**config.mk**
```make
export PLATFORM = sky130hd
export DESIGN_NAME = pipeline_ctrl
export DESIGN_NICKNAME = d
export VERILOG_FILES = /design/src/rtl/pipe_pkg.sv /design/src/rtl/pipeline_ctrl_hazard_detect.sv /design/src/rtl/pipeline_ctrl.sv
export SDC_FILE = /design/constraint.sdc
export NUM_CORES = 1
export LEC_CHECK = 0
export BUFFER_PORTS_ARGS = -buffer_cell sky130_fd_sc_hd__buf_2
export CORE_ASPECT_RATIO = 1.25
export CORE_UTILIZATION = 48
export DETAILED_ROUTE_END_ITERATION = 16
export PLACE_DENSITY_LB_ADDON = 0.08
export RECOVER_POWER = 25
export SYNTH_ARGS = -nofsm -noshare
export SYNTH_HDL_FRONTEND = slang
export SYNTH_HIERARCHICAL = 1
export SYNTH_SLANG_ARGS = --single-unit
```
**constraint.sdc**
```tcl
create_clock -name clk -period 3.3 [get_ports clk]
set_input_delay 0.99 -clock clk [delete_from_list [all_inputs] [get_ports clk]]
set_output_delay 0.99 -clock clk [all_outputs]
set_load 0.05 [all_outputs]
```
**src/rtl/pipe_pkg.sv**
```systemverilog
// Shared encodings for the pipeline control block: FSM states, pc_sel and push_sel codes,
// and default widths.
package pipe_pkg;

  localparam int PC_W_DEF    = 32;
  localparam int CAUSE_W_DEF = 4;
  localparam int REG_AW_DEF  = 3;

  typedef enum logic [2:0] {
    ST_IDLE     = 3'd0,
    ST_DRAIN    = 3'd1,
    ST_PUSH_PCH = 3'd2,
    ST_PUSH_PCL = 3'd3,
    ST_PUSH_FLG = 3'd4,
    ST_VECTOR   = 3'd5
  } ctrl_state_t;

  localparam logic [1:0] PCSEL_SEQ = 2'b00;
  localparam logic [1:0] PCSEL_INT = 2'b01;
  localparam logic [1:0] PCSEL_EXC = 2'b10;

  localparam logic [1:0] PUSH_PCH = 2'b00;
  localparam logic [1:0] PUSH_PCL = 2'b01;
  localparam logic [1:0] PUSH_FLG = 2'b10;

endpackage

```
**src/rtl/pipeline_ctrl_hazard_detect.sv**
```systemverilog
// Load-use comparator: flags an IF_ID instruction that reads the destination of a load
// still sitting in ID_EX.
module hazard_detect #(
  parameter int REG_AW = 3
) (
  input  logic              i_idex_mem_read,
  input  logic [REG_AW-1:0] i_idex_rdst,
  input  logic [REG_AW-1:0] i_ifid_rsrc,
  input  logic [REG_AW-1:0] i_ifid_rdst,
  input  logic              i_ifid_use_src,
  input  logic              i_ifid_use_dst,
  output logic              o_load_use
);

  logic w_src_hit;
  logic w_dst_hit;

  assign w_src_hit  = i_ifid_use_src && (i_ifid_rsrc == i_idex_rdst);
  assign w_dst_hit  = i_ifid_use_dst && (i_ifid_rdst == i_idex_rdst);
  assign o_load_use = i_idex_mem_read && (w_src_hit || w_dst_hit);

endmodule

```
**src/rtl/pipeline_ctrl.sv**
```systemverilog
// Hazard and control-flow sequencer: load-use stalls, jump flushes, exception redirect and
// the multi-cycle interrupt entry. Define PIPECTRL_INT_EDGE_EN for edge-triggered interrupts.
module pipeline_ctrl
  import pipe_pkg::*;
#(
  parameter int PC_W         = PC_W_DEF,
  parameter int REG_AW       = REG_AW_DEF,
  parameter int CAUSE_W      = CAUSE_W_DEF,
  parameter int DRAIN_CYCLES = 3
) (
  input  logic               clk,
  input  logic               reset,
  input  logic               interrupt,
  input  logic               int_en,
  input  logic               exception_in,
  input  logic [CAUSE_W-1:0] cause_in,
  input  logic [PC_W-1:0]    exc_pc_in,
  input  logic               jmp_taken,
  input  logic               idex_mem_read,
  input  logic [REG_AW-1:0]  idex_rdst,
  input  logic [REG_AW-1:0]  ifid_rsrc,
  input  logic [REG_AW-1:0]  ifid_rdst,
  input  logic               ifid_use_src,
  input  logic               ifid_use_dst,
  input  logic               push_ack,
  input  logic [PC_W-1:0]    int_pc,
  output logic               stall,
  output logic               flush_if_id,
  output logic               flush_id_ex,
  output logic               flush_ex_mem,
  output logic [1:0]         pc_sel,
  output logic               push_req,
  output logic [1:0]         push_sel,
  output logic [PC_W-1:0]    push_pc,
  output logic               clr_int,
  output logic [PC_W-1:0]    EPC,
  output logic [CAUSE_W-1:0] CAUSE
);

  localparam logic [3:0] DRAIN_LAST = 4'(DRAIN_CYCLES - 1);

  ctrl_state_t        r_state;
  ctrl_state_t        w_next;
  logic               r_pending;
  logic [3:0]         r_cnt;
  logic [PC_W-1:0]    r_push_pc;
  logic [PC_W-1:0]    r_epc;
  logic [CAUSE_W-1:0] r_cause;
  logic               w_load_use;
  logic               w_go;
  logic               w_int_set;

  hazard_detect #(.REG_AW(REG_AW)) u_hazard (
    .i_idex_mem_read (idex_mem_read),
    .i_idex_rdst     (idex_rdst),
    .i_ifid_rsrc     (ifid_rsrc),
    .i_ifid_rdst     (ifid_rdst),
    .i_ifid_use_src  (ifid_use_src),
    .i_ifid_use_dst  (ifid_use_dst),
    .o_load_use      (w_load_use)
  );

`ifdef PIPECTRL_INT_EDGE_EN
  logic r_int_prev;

  always_ff @(posedge clk) begin
    if (!reset) r_int_prev <= 1'b0;
    else        r_int_prev <= interrupt;
  end

  assign w_int_set = interrupt && !r_int_prev;
`else
  assign w_int_set = interrupt;
`endif

  // NOTE: every output gets a default before the case so no path leaves one unassigned
  // and infers a latch.
  always_comb begin
    w_next       = r_state;
    w_go         = 1'b0;
    stall        = 1'b0;
    flush_if_id  = 1'b0;
    flush_id_ex  = 1'b0;
    flush_ex_mem = 1'b0;
    pc_sel       = PCSEL_SEQ;
    push_req     = 1'b0;
    push_sel     = PUSH_PCH;
    clr_int      = 1'b0;

    if (exception_in) begin
      flush_if_id  = 1'b1;
      flush_id_ex  = 1'b1;
      flush_ex_mem = 1'b1;
      pc_sel       = PCSEL_EXC;
      w_next       = ST_IDLE;
    end else begin
      case (r_state)
        ST_IDLE: begin
          // A resolved jump discards the stalled instruction anyway, so it wins over load-use.
          if (jmp_taken) begin
            flush_if_id = 1'b1;
            flush_id_ex = 1'b1;
          end else if (w_load_use) begin
            stall       = 1'b1;
            flush_id_ex = 1'b1;
          end
          if (r_pending && int_en && !jmp_taken) begin
            w_go   = 1'b1;
            w_next = ST_DRAIN;
          end
        end
        ST_DRAIN: begin
          stall       = 1'b1;
          flush_if_id = 1'b1;
          clr_int     = (r_cnt == 4'd0);
          if (r_cnt == DRAIN_LAST) w_next = ST_PUSH_PCH;
        end
        ST_PUSH_PCH: begin
          stall    = 1'b1;
          push_req = 1'b1;
          push_sel = PUSH_PCH;
          if (push_ack) w_next = ST_PUSH_PCL;
        end
        ST_PUSH_PCL: begin
          stall    = 1'b1;
          push_req = 1'b1;
          push_sel = PUSH_PCL;
          if (push_ack) w_next = ST_PUSH_FLG;
        end
        ST_PUSH_FLG: begin
          stall    = 1'b1;
          push_req = 1'b1;
          push_sel = PUSH_FLG;
          if (push_ack) w_next = ST_VECTOR;
        end
        ST_VECTOR: begin
          pc_sel      = PCSEL_INT;
          flush_if_id = 1'b1;
          w_next      = ST_IDLE;
        end
        default: w_next = ST_IDLE;
      endcase
    end
  end

  // NOTE: state registers use non-blocking assignments so every register samples the
  // pre-edge values regardless of statement order.
  always_ff @(posedge clk) begin
    if (!reset) begin
      r_state   <= ST_IDLE;
      r_pending <= 1'b0;
      r_cnt     <= 4'd0;
      r_push_pc <= '0;
      r_epc     <= '0;
      r_cause   <= '0;
    end else begin
      r_state <= w_next;

      if (exception_in) begin
        r_epc   <= exc_pc_in;
        r_cause <= cause_in;
        r_cnt   <= 4'd0;
      end else if (r_state == ST_DRAIN) begin
        r_cnt <= (r_cnt == DRAIN_LAST) ? 4'd0 : r_cnt + 4'd1;
      end

      if (w_go) r_push_pc <= int_pc;

      // An abandoned entry must be retried, so its request goes back to pending.
      if (exception_in)
        r_pending <= r_pending || w_int_set || (r_state != ST_IDLE);
      else if (w_go)
        r_pending <= w_int_set;
      else
        r_pending <= r_pending || w_int_set;
    end
  end

  assign push_pc = r_push_pc;
  assign EPC     = r_epc;
  assign CAUSE   = r_cause;

endmodule

```
==> results of run 1 <==
flip-flops by register name, indices dropped and copies added (netlist names):
register,count
push_pc,32
r_pending,1
r_state,3
r_cnt,4
EPC,32
CAUSE,4
synthesized netlist by cell type, drive strengths merged:
library cell,n,area (µm²)
dfxtp,76,1521
nand2,66,247.7
mux2i,38,380.4
nor2b,38,237.7
a21boi,33,247.7
buf,15,111.4
nor2,9,33.78
clkbuf,8,30.03
a21oi,7,35.03
xnor2,6,52.55
nor3,4,31.28
nand3,3,15.01
nand4,3,18.77
o21bai,3,22.52
inv,2,7.510
nand3b,2,15.01
or3,2,17.52
xor2,2,17.52
a211o,1,8.760
a21bo,1,10.01
a311oi,1,8.760
and3,1,6.260
and3b,1,8.760
and4b,1,10.01
nand2b,1,6.260
nor3b,1,7.510
nor4b,1,8.760
o211ai,1,7.510
o21a,1,7.510
final cells by class:
type                       count  area share [%]
clock buffer                  11           3.642
clock inverter                 5           2.017
inverter                       2          0.1806
multi-input combinational    227           35.46
sequential                    76           36.60
tap                           85           2.559
timing repair buffer         168           19.54
critical path, delay by kind of cell:
kind	cells	cell delay [ns]
compound gates	2	0.31
buf+inv	2	0.41
xor+xnor	1	0.16
simple gates	2	0.24
power groups by stage:
stage	clock, W	sequential [W]	combinational, W
2_1_floorplan	0	0.00110	0.000117
3_3_place_gp	0	0.000986	0.000329
3_5_place_dp	0	0.000988	0.000333
4_1_cts	0.000818	0.000967	0.000334
5_1_grt	0.000859	0.000972	0.000351
6_report	0.000802	0.000967	0.000327
kinds of logic after synthesis:
group                  count (synthesis)  synth area share (%)
XOR/XNOR                               8                 2.237
buffers and inverters                 25                 4.752
flip-flops                            76                 48.56
multiplexers                          38                 12.14
AND/OR/NAND/NOR                      133                 21.21
AO/OA/AOI/OAI                         48                 11.10
worst paths after layout:
| path | slack (ns) | cells past startpoint | endpoint | start |
|---|---|---|---|---|
| worst max-delay path | 0.20 | 7 | stall | idex_rdst[1] |
| worst min-delay path | 0.45 | 2 | push_pc[31]$_SDFFE_PN0P_ | push_pc[31]$_SDFFE_PN0P_ |
| worst max register to register | 1.19 | 4 | push_pc[24]$_SDFFE_PN0P_ | r_state[1]$_SDFFE_PP0P_ |
| worst min register to register | 0.45 | 2 | push_pc[31]$_SDFFE_PN0P_ | push_pc[31]$_SDFFE_PN0P_ |
per-layer routing:
layer	global-route usage (%)	vias up
met5	0	-
met3	4.679	12
met1	24.72	1202
met4	10.69	0
met2	35.91	111
li1	-	1395
through the flow:
stage                     std cells  setup WS (ns)  power [W]  hold slack [ns]  utilization, %
after floorplan                 328       -0.05780   0.001218           0.5025               -
after global placement          558         0.2856   0.001316           0.4334           63.40
after detailed placement        558         0.2316   0.001321           0.4396           63.40
after CTS                       574         0.2219   0.002119           0.4487           67.17
after global routing            574        0.04003   0.002182           0.4717           66.55
final                           574         0.1983   0.002097           0.4469           66.55
==> impl_metrics.csv, run 1 <==
group,metric,value,unit
run_status,status,"completed",
global_route,grt_max_degree,71,
power,p_seq_share,46.1,%
power,p_int,0.001532,W
die,die_h,92.33,µm
global_route,grt_pass1_vias,2467,
critical_path,worst-setup-path-type,"in2out",
power,p_clk_share,38.2,%
clock_tree,cts_max_level,3,
cells_and_area,syn2layout_area_growth,32.67,%
job,max-cap-violations,0,
placement,dp_hpwl,5.142,mm
power,ir_drop,0.2486,mV
yosys,syn-num-nets,415,
cells_and_area,layout_common_cells,"135 x buf_2, 76 x dfxtp_1, 66 x nand2_1",
timing,setup_viol,0,
detailed_routing,routed_via_density,4.739,
detailed_routing,wirelength,7.276,mm
yosys,avgSynthCellArea,9.552,µm²
clock_tree,clk_latency,0.33,ns
power,power.leakage,1.903,nW
detailed_routing,dr_wl_met2,3.485,mm
yosys,synth.yosys.seq_area_share,48.56,%
detailed_routing,wl_met1,3.069,mm
power,p_switching,0.0005646,W
clock_tree,cts_tree,"yes",
cells_and_area,final_area,4156,µm²
critical_path,slowest_stage,"buf_2",
cells_and_area,nFillCells,565,
die,core_area,6246,µm²
power,p_comb_share,15.6,%
worst_hold_path,hold_path.class,"reg2reg",
critical_path,arrival,2.11,ns
critical_path,start_kind,"input port",
power,powerDensity,504.4,nW/µm²
clock_tree,cts_setup_buffers,0,
global_route,gr-total-overflow,0,
clock_tree,cts_buffer_depth,2,
timing,fin_worst_skew,0.01019,ns
detailed_routing,wl_per_cell,12.68,µm
die,die_w,74.26,µm
global_route,grtUsageTotal,21.24,%
placement,gp_congestion,0.7585,
detailed_routing,drt-pass1-iter-count,6,
power,switching_share,26.93,%
cells_and_area,layout-drive-gt1-share,32.72,%
detailed_routing,drc,0,
critical_path,cp_common_cell,"buf_2",
timing,fin_crit,3.102,ns
timing,clock.fmax,322.4,MHz
cells_and_area,nets,571,
clock_tree,cts_root_buf,"clkbuf_8",
timing,relSlewSlack,22.99,%
critical_path,critPathCaptureType,"output pin",
detailed_routing,top_layer_used,"met4",
cells_and_area,regArea,1521,µm²
timing,finalHoldViolCount,0,
die,fp-row-count,32,
yosys,syn_area,3133,µm²
critical_path,crit_required,2.31,ns
yosys,yosysUniqueCellTypes,34,
timing,drv_slew,0,
die,die-area,6856,µm²
cells_and_area,final_common_cell,"buf_2",
timing,rsz0062_at_grt,"no",
critical_path,cp_max_fo,2,
clock_tree,cts_resized,0,
timing,worst_pin_slew,1.155,ns
clock_tree,cts_buffers,9,
detailed_routing,dr_wl_met3,534,µm
critical_path,max_stage_delay,0.29,ns
global_route,antenna_found_initial,0,
detailed_routing,ant_nets,0,
clock_tree,cts-hold-fix-buffers,0,
timing,period_share,93.99,%
detailed_routing,drt_iter0_markers,89,
placement,postPlaceCellArea,3960,µm²
yosys,netlist_instances,328,
clock_tree,clock_sinks,76,
timing,setup-tns-final,0,ns
placement,port_buffers,164,
yosys,yosysWarnings,6,
die,start_util,50.16,%
detailed_routing,num_vias,2720,
global_route,grt_pass1_wl,11.10,mm
cells_and_area,antenna_cells,0,
yosys,ys_seq_elements,76,
clock_tree,cts.clk_slew.worst_paths,0.08,ns
critical_path,crit_chain,"buf_2 -> xnor2_1 -> nand4_1 -> a21boi_1 -> a21oi_1 -> nor3_2 -> buf_2",
die,pin_count,165,
cells_and_area,multi_input_area,1474,µm²
Power figures use the tool's default switching activity.
==> run 2: changes to the inputs <==
Settings changed: CORE_MARGIN set to 5, MAX_ROUTING_LAYER set to met4.
==> run 2 against run 1 <==
- worst setup slack better by 0.072 ns
- clock-buffer cell count up 2
- clock power down 16%
- wire length up 6.4%
- die area up 20%
- highest routed layer unchanged
- critical path depth unchanged
- core utilization down 3.1 points
- non-clock buffer count unchanged
==> impl_metrics.csv, run 2 (same netlist as run 1, synthesis figures left out) <==
group,metric,value,unit
run_status,status,"completed",
detailed_routing,dr_wl_met2,3.630,mm
die,die-area,8253,µm²
power,powerDensity,480.5,nW/µm²
clock_tree,cts.clk_slew.worst_paths,0.07,ns
worst_hold_path,min_to,"push_pc[25]$_SDFFE_PN0P_",
power,p_clk_share,34.1,%
clock_tree,clock_sinks,76,
detailed_routing,drt-pass1-iter-count,4,
critical_path,worst-setup-path-type,"in2out",
worst_hold_path,min_path_cells,2,
cells_and_area,syn2layout_area_growth,30.51,%
timing,relSlewSlack,14.09,%
placement,port_buffers,164,
detailed_routing,num_vias,2735,
critical_path,reg2reg_from,"r_state[1]$_SDFFE_PP0P_",
critical_path,ff2ff_setup_slack,0.71,ns
timing,clock.fmax,330.1,MHz
die,die_h,100.3,µm
cells_and_area,nets,571,
power,switching_share,27.30,%
critical_path,crit_required,2.31,ns
critical_path,critPathCaptureType,"output pin",
critical_path,rr_worst_depth,5,
die,fp-row-count,33,
clock_tree,cts_buffer_depth,2,
die,core_area,6441,µm²
cells_and_area,nFillCells,612,
cells_and_area,antenna_cells,0,
global_route,grtUsageTotal,18.71,%
timing,setup-tns-final,0,ns
critical_path,start_kind,"input port",
detailed_routing,ant_nets,0,
job,max-cap-violations,0,
detailed_routing,top_layer_used,"met4",
timing,worst_pin_slew,1.279,ns
timing,fin_worst_skew,0.004979,ns
power,p_switching,0.0005363,W
timing,drv_slew,0,
clock_tree,cts_root_buf,"clkbuf_8",
die,pin_count,165,
detailed_routing,dr_wl_met3,729,µm
critical_path,cp_max_fo,2,
timing,fin_crit,3.030,ns
detailed_routing,wl_per_cell,13.47,µm
cells_and_area,final_common_cell,"buf_2",
die,die_w,82.26,µm
cells_and_area,multi_input_area,1463,µm²
power,p_seq_share,49.3,%
power,total_power,0.001965,W
detailed_routing,wirelength,7.743,mm
worst_hold_path,hold_start,"push_pc[25]$_SDFFE_PN0P_",
global_route,gr-total-overflow,0,
global_route,antenna_found_initial,0,
global_route,grt_max_degree,71,
global_route,grt_pass1_wl,11.70,mm
clock_tree,clk_latency,0.33,ns
critical_path,rr_endpoint,"push_pc[3]$_SDFFE_PN0P_",
cells_and_area,layout-drive-gt1-share,30.12,%
placement,gp_congestion,0.8179,
detailed_routing,drc,0,
placement,dp_hpwl,5.699,mm
clock_tree,cts-hold-fix-buffers,0,
detailed_routing,drt_iter0_markers,94,
cells_and_area,regArea,1521,µm²
timing,period_share,91.81,%
clock_tree,cts_buffers,9,
clock_tree,cts_setup_buffers,0,
cells_and_area,layout_common_cells,"127 x buf_2, 76 x dfxtp_1, 66 x nand2_1",
clock_tree,cts_resized,0,
timing,setup_viol,0,
die,start_util,48.64,%
global_route,grt_pass1_vias,2620,
power,power.leakage,1.849,nW
timing,finalHoldViolCount,0,
power,p_int,0.001428,W
timing,rsz0062_at_grt,"no",
clock_tree,cts_tree,"yes",
critical_path,arrival,2.04,ns
power,ir_drop,0.2109,mV
clock_tree,cts_max_level,3,
worst_hold_path,hold_path.class,"reg2reg",
detailed_routing,routed_via_density,4.757,
power,p_comb_share,16.6,%
detailed_routing,wl_met1,3.171,mm
## run 2: metrics by stage
step | hold slack (ns) | utilization, % | instance area, µm² | std cells | worst slack [ns]
finish | 0.4465 | 63.48 | 4089 | 575 | 0.2702
global route | 0.4644 | 63.48 | 4089 | 575 | 0.1513
CTS | 0.4482 | 64.37 | 4146 | 575 | 0.2523
detailed placement | 0.4383 | 61.52 | 3963 | 560 | 0.2595
global placement | 0.4336 | 61.52 | 3963 | 560 | 0.3019
floorplan | 0.5025 | - | 3144 | 328 | -0.05780
## run 2: area by class of cell
class	count	share of cell area [%]
inverter	2	0.1836
timing repair buffer	168	19.68
multi-input combinational	227	35.77
tap	87	2.662
clock buffer	13	3.641
sequential	76	37.21
clock inverter	2	0.8568
## run 2: power groups by stage
stage	clock network (W)	logic, W	registers, W
2_1_floorplan	0	0.000117	0.00110
3_3_place_gp	0	0.000331	0.000987
3_5_place_dp	0	0.000335	0.000989
4_1_cts	0.000696	0.000335	0.000968
5_1_grt	0.000730	0.000349	0.000972
6_report	0.000671	0.000326	0.000969
## run 2: worst max-delay path by stage
| stage | from | end | slack, ns |
|---|---|---|---|
| after floorplan | exception_in | pc_sel[0] | -0.06 |
| after global placement | idex_rdst[0] | stall | 0.30 |
| after detailed placement | idex_rdst[0] | stall | 0.26 |
| after CTS | idex_rdst[0] | stall | 0.25 |
| after global routing | idex_rdst[0] | flush_id_ex | 0.15 |
| final | idex_rdst[0] | stall | 0.27 |
## run 2: routing by layer
layer | up-vias | global-route usage, %
li1 | 1401 | -
met1 | 1205 | 21.17
met2 | 111 | 30.74
met3 | 18 | 4.129
met4 | 0 | 8.951
met5 | - | -
## run 2: critical path, stage by stage
cell,delay (ns)
buf_2,0.11
xnor2_1,0.16
nand4_1,0.11
a21boi_1,0.19
a21oi_1,0.10
nor3_2,0.10
buf_2,0.28
